## config.mk

```make
export PLATFORM = sky130hd
export DESIGN_NAME = mole_scheduler
export DESIGN_NICKNAME = d
export VERILOG_FILES = /design/src/rtl/mole_scheduler.sv
export SDC_FILE = /design/constraint.sdc
export NUM_CORES = 1
export LEC_CHECK = 0
export BUFFER_PORTS_ARGS = -buffer_cell sky130_fd_sc_hd__clkbuf_2
export CAP_MARGIN = 20
export CORE_UTILIZATION = 60
export CTS_CLUSTER_DIAMETER = 120
export DETAILED_ROUTE_END_ITERATION = 10
export GPL_TIMING_DRIVEN = 0
export PLACE_DENSITY = 0.85
export SYNTH_ARGS = -nofsm -noshare
export SYNTH_HDL_FRONTEND = slang
export SYNTH_SLANG_ARGS = --single-unit
```

## constraint.sdc

```tcl
create_clock -name master_clk -period 5.9 [get_ports master_clk]
set_input_delay 0.295 -clock master_clk [delete_from_list [all_inputs] [get_ports master_clk]]
set_output_delay 0.295 -clock master_clk [all_outputs]
set_load 0.1 [all_outputs]
```

## src/rtl/mole_scheduler.sv

```systemverilog
// Whack-a-mole round scheduler: paces moles from a slow blink clock, picks holes
// from an LFSR, and keeps a saturating BCD hit score and binary miss count.
module mole_scheduler #(
    parameter int MOLE_TICKS = 4,
    parameter int GAP_TICKS  = 1,
    parameter int ROUNDS     = 20
) (
    input  logic       master_clk,
    input  logic       rst,
    input  logic       clk_blink,
    input  logic       start,
    input  logic [3:0] btn_hit,
    output logic [3:0] mole,
    output logic [7:0] score,
    output logic [3:0] misses,
    output logic       game_over
);

    typedef enum logic [1:0] {IDLE, GAP, SHOW, DONE} state_t;

    localparam logic [7:0] MOLE_T  = 8'(MOLE_TICKS);
    localparam logic [7:0] GAP_T   = 8'(GAP_TICKS);
    localparam logic [7:0] ROUND_T = 8'(ROUNDS);
    localparam logic [7:0] LFSR_SEED = 8'hA5;

    state_t     state_q, state_d;
    logic [7:0] lfsr_q, lfsr_d;
    logic       blink_prev_q, blink_prev_d;
    logic       start_prev_q, start_prev_d;
    logic [3:0] btn_prev_q, btn_prev_d;
    logic [7:0] tick_cnt_q, tick_cnt_d;
    logic [7:0] round_q, round_d;
    logic [1:0] idx_q, idx_d;
    logic       prev_valid_q, prev_valid_d;
    logic [3:0] mole_q, mole_d;
    logic [7:0] score_q, score_d;
    logic [3:0] misses_q, misses_d;
    logic       game_over_q, game_over_d;

    logic       tick;
    logic       start_edge;
    logic [3:0] btn_edge;
    logic       hit;
    logic [1:0] next_idx;

    function automatic logic [7:0] bcd_inc(input logic [7:0] v);
        if (v == 8'h99)
            return v;
        if (v[3:0] == 4'd9)
            return {v[7:4] + 4'd1, 4'd0};
        return {v[7:4], v[3:0] + 4'd1};
    endfunction

    assign tick       = clk_blink & ~blink_prev_q;
    assign start_edge = start & ~start_prev_q;
    assign btn_edge   = btn_hit & ~btn_prev_q;
    assign hit        = btn_edge[idx_q];
    // idx_q still holds the previous mole's hole while in GAP, so it doubles as the repeat guard.
    assign next_idx   = (prev_valid_q && (lfsr_q[1:0] == idx_q)) ? lfsr_q[1:0] + 2'd1 : lfsr_q[1:0];

    // NOTE: every *_d gets its hold value first so no path through this block can infer a latch.
    always_comb begin
        state_d      = state_q;
        lfsr_d       = {lfsr_q[6:0], lfsr_q[7] ^ lfsr_q[5] ^ lfsr_q[4] ^ lfsr_q[3]};
        blink_prev_d = clk_blink;
        start_prev_d = start;
        btn_prev_d   = btn_hit;
        tick_cnt_d   = tick_cnt_q;
        round_d      = round_q;
        idx_d        = idx_q;
        prev_valid_d = prev_valid_q;
        score_d      = score_q;
        misses_d     = misses_q;

        case (state_q)
            IDLE, DONE: begin
                if (start_edge) begin
                    state_d      = GAP;
                    score_d      = 8'h00;
                    misses_d     = 4'd0;
                    round_d      = 8'd0;
                    tick_cnt_d   = 8'd0;
                    prev_valid_d = 1'b0;
                end
            end
            GAP: begin
                if (tick) begin
                    if (tick_cnt_q + 8'd1 == GAP_T) begin
                        state_d      = SHOW;
                        idx_d        = next_idx;
                        prev_valid_d = 1'b1;
                        tick_cnt_d   = 8'd0;
                    end else begin
                        tick_cnt_d = tick_cnt_q + 8'd1;
                    end
                end
            end
            SHOW: begin
                // A hit wins over a timeout tick landing in the same cycle.
                if (hit) begin
                    score_d    = bcd_inc(score_q);
                    round_d    = round_q + 8'd1;
                    tick_cnt_d = 8'd0;
                    state_d    = (round_q + 8'd1 == ROUND_T) ? DONE : GAP;
                end else if (tick) begin
                    if (tick_cnt_q + 8'd1 == MOLE_T) begin
                        misses_d   = (misses_q == 4'hF) ? misses_q : misses_q + 4'd1;
                        round_d    = round_q + 8'd1;
                        tick_cnt_d = 8'd0;
                        state_d    = (round_q + 8'd1 == ROUND_T) ? DONE : GAP;
                    end else begin
                        tick_cnt_d = tick_cnt_q + 8'd1;
                    end
                end
            end
            default: state_d = IDLE;
        endcase

        mole_d      = (state_d == SHOW) ? (4'b0001 << idx_d) : 4'b0000;
        game_over_d = (state_d == DONE);
    end

    always_ff @(posedge master_clk) begin
        if (rst) begin
            state_q      <= IDLE;
            lfsr_q       <= LFSR_SEED;
            blink_prev_q <= 1'b0;
            start_prev_q <= 1'b0;
            btn_prev_q   <= 4'b0000;
            tick_cnt_q   <= 8'd0;
            round_q      <= 8'd0;
            idx_q        <= 2'd0;
            prev_valid_q <= 1'b0;
            mole_q       <= 4'b0000;
            score_q      <= 8'h00;
            misses_q     <= 4'd0;
            game_over_q  <= 1'b0;
        end else begin
            state_q      <= state_d;
            lfsr_q       <= lfsr_d;
            blink_prev_q <= blink_prev_d;
            start_prev_q <= start_prev_d;
            btn_prev_q   <= btn_prev_d;
            tick_cnt_q   <= tick_cnt_d;
            round_q      <= round_d;
            idx_q        <= idx_d;
            prev_valid_q <= prev_valid_d;
            mole_q       <= mole_d;
            score_q      <= score_d;
            misses_q     <= misses_d;
            game_over_q  <= game_over_d;
        end
    end

    assign mole      = mole_q;
    assign score     = score_q;
    assign misses    = misses_q;
    assign game_over = game_over_q;

endmodule

```

==> flow_metrics.tcl <==
set metrics [dict create \
    status "complete, no violations" \
    rrSetupSlack_ns 3.47 \
    clock_skew_ns 0.009554 \
    synth-compound-area-share_pct 15.57 \
    p_leak_nw 1.168 \
    setup_violations 0 \
    ant_nets 0 \
    cts_setup_buffers 0 \
    dieArea_um2 4663 \
    syn_to_final_growth_pct 10.30 \
    period_needed_ns 2.428 \
    finalCritPeriodShare_pct 41.15 \
    cell_internal_pwr_uw 479.7 \
    io_buffer_count 23 \
    cts_hold_buf 0 \
    hold_slack_ns 0.2052 \
    netSwitchingPower_uw 187.6 \
    hold_viol 0 \
    endpoint_kind "register" \
    die_w_um 68.29 \
    synthesis.nets 325 \
    numPlacedInstances 379 \
    die_y_um 68.29 \
    critical_path.max_fanout 8 \
    worstSetupStartpointType "register" \
    hold_depth 2 \
    finalCoreUtilization_pct 70.66 \
    cts_tree "yes" \
    tightest_slew_ns 0.5618 \
    r2r_start "tick_cnt_q[0]" \
    grt_max_degree 19 \
    power_density_nw_per_um2 229.5 \
    rsz0062_at_grt "no" \
    power_frac_seq_pct 55.5 \
    wl_per_cell_um 13.58 \
    drv_slew 0 \
    hold_class "primary input to register" \
    grt_pass1_vias 2031 \
    preCtsSetupSlack_ns 3.455 \
    place_hpwl_um 3888 \
    gp_congestion 0.8773 \
    synth_adder_area_share_pct 5.221 \
    syn_area_um2 2636 \
    drt_pre_antenna_iters 4 \
    syn_avg_cell_area_um2 8.615 \
    cts_buffer_depth 2 \
    track_usage_pct 24.62 \
    critical_path_class "register to register" \
    cp.required_ns 6.10 \
    synthMuxAreaShare_pct 3.227 \
    arrival_ns 2.63 \
    worst_slack_ns 3.472 \
    synth_warnings 0 \
    setup_tns_ns 0 \
    synth_xor_area_share_pct 4.651 \
    clock-sinks 52 \
    ys_types 57 \
    netSwitchingFraction_pct 28.12 \
    synth.ff_latch_count 52 \
    numCtsBuffers 5 \
    timing.rr.end "tick_cnt_q[5]" \
    p_comb_share_pct 12.7 \
    grt_pass1_wl_um 8680 \
    vias_per_cell 5.757 \
    synth-edff-count 0 \
    diodes 0 \
    wl_um 5257 \
    endpoint "tick_cnt_q[5]" \
    hp-start "clk_blink" \
    clk_pin_slew_ns 0.10 \
    root_buffer "clkbuf_8" \
    drive_gt1_share_pct 14.54 \
    initial_utilization_pct 64.06 \
    synth-seq-area-share_pct 39.49 \
    worstRegToRegCells 8 \
    clkPwrFrac_pct 31.8 \
    ir_drop_uv 164.4 \
    ys.flop_type "dfxtp_1" \
    cp-startpoint "tick_cnt_q[0]" \
    synthArstFlopShare_pct 0 \
    drt_iter0_drc 94 \
    nNetsFinal 355 \
    instances_no_fill 387 \
    synth_top_family_by_area "simple AND/OR/NAND/NOR gates" \
    antenna_found_initial 0 \
    row_count 23 \
    cts-htree-levels 2 \
    drv_cap 0 \
    syn_inst 306 \
    core_um2 4115 \
    relSlewSlack_pct 62.47 \
    synth-simple-area-share_pct 29.09 \
    max_freq_mhz 411.9 \
    ioPinCount 25 \
    grt-ovfl-total 0 \
    vias 2228 \
    clk_latency_ns 0.31 \
    cts_resized 0 \
    drc 0 \
]
power groups by stage:
| stage | logic [mW] | clock network [mW] | registers, mW |
|---|---|---|---|
| 2_1_floorplan | 0.0552 | 0 | 0.387 |
| 3_3_place_gp | 0.0813 | 0 | 0.377 |
| 3_5_place_dp | 0.0838 | 0 | 0.378 |
| 4_1_cts | 0.0846 | 0.215 | 0.370 |
| 5_1_grt | 0.0945 | 0.227 | 0.372 |
| 6_report | 0.0850 | 0.212 | 0.370 |
registers in the layout (all words and copies together), names as in the netlist, 2 cells and up:
register    flops
state_q         2
misses          4
btn_prev_q      4
tick_cnt_q      8
idx_q           2
mole            4
lfsr_q          8
round_q         8
score           8
per-stage QoR:
step / total power [mW] / area [µm²]
finish: 0.6673 / 2908
global route: 0.6936 / 2908
CTS: 0.6696 / 2908
detailed placement: 0.4621 / 2814
global placement: 0.4588 / 2814
floorplan: 0.4422 / 2636
logic make-up after synthesis:
logic type / count (synthesis)
buffers and inverters: 19
and+or+nand+nor: 143
muxes: 6
adders and majority gates: 11
DFF: 52
AOI/OAI and AO/OA: 61
xor gates and xnor gates: 14
metal layers:
| layer | up-vias | GRT usage [%] | part of all wire, % |
|---|---|---|---|
| met3 | 11 | 4.167 | 2.7 |
| met2 | 36 | 41.91 | 48 |
| met4 | 0 | 10.42 | 2.2 |
| met1 | 1038 | 30.28 | 47 |
| li1 | 1143 | - | - |
| met5 | - | 0 | 0 |
worst max-delay path: stages, from the launching register on:
cell and delay, ns:
dfxtp_1 0.39, ha_1 0.28, and3_1 0.25, nor3_1 0.18
a31o_2 0.24, a41oi_1 0.16, o21ai_1 0.48, nor3_1 0.09
a211o_1 0.27
area by class of cell:
| class | count | area, µm² |
|---|---|---|
| Sequential cell | 52 | 1041 |
| Clock buffer | 5 | 68.82 |
| Timing Repair Buffer | 23 | 115.1 |
| Clock inverter | 3 | 25.02 |
| Inverter | 12 | 45.04 |
| Multi-Input combinational cell | 235 | 1523 |
| Tap cell | 50 | 62.56 |
| Buffer | 7 | 27.53 |
| Fill cell | 348 | 1207 |
cell usage in the layout (no fill, tap or decap), types with 3 or more instances in the layout:
master / instances
a21oi_1: 18
a31oi_1: 3
and2_1: 5
and3_1: 3
and4b_1: 3
clkbuf_1: 6
clkbuf_2: 23
clkbuf_8: 5
dfxtp_1: 52
ha_1: 11
inv_1: 12
mux2i_1: 4
nand2_1: 29
nand2b_1: 9
nand3_1: 11
nand4_1: 5
nor2_1: 32
nor2b_1: 15
nor3_1: 9
o21ai_0: 12
or2_2: 4
or4_1: 3
xnor2_1: 8
xor2_1: 6
cell usage after synthesis (3+ instances only):
library cell / n / area share, %
nor3_1: 9 / 1.7
clkbuf_1: 6 / 0.85
xnor2_1: 8 / 2.7
a21oi_1: 18 / 3.4
and2_1: 5 / 1.2
or2_2: 4 / 0.95
nor2b_1: 15 / 3.6
nand2_1: 29 / 4.1
or4_1: 3 / 0.85
dfxtp_1: 52 / 39
nor2_1: 32 / 4.6
nand4_1: 5 / 1.2
mux2i_1: 4 / 1.5
nand3_1: 11 / 2.1
a31oi_1: 3 / 0.71
xor2_1: 6 / 2.0
and3_1: 3 / 0.71
nand2b_1: 9 / 2.1
ha_1: 11 / 5.2
inv_1: 12 / 1.7
o21ai_0: 12 / 2.3
and4b_1: 3 / 1.1
how the worst min path moves through the flow:
| stage | slack (ns) | to |
|---|---|---|
| after floorplan | 0.39 | lfsr_q[7] |
| after global placement | 0.39 | lfsr_q[7] |
| after detailed placement | 0.40 | lfsr_q[7] |
| after CTS | 0.21 | blink_prev_q |
| after global routing | 0.24 | btn_prev_q[0] |
| final | 0.21 | blink_prev_q |
Power figures use the tool's default switching activity.
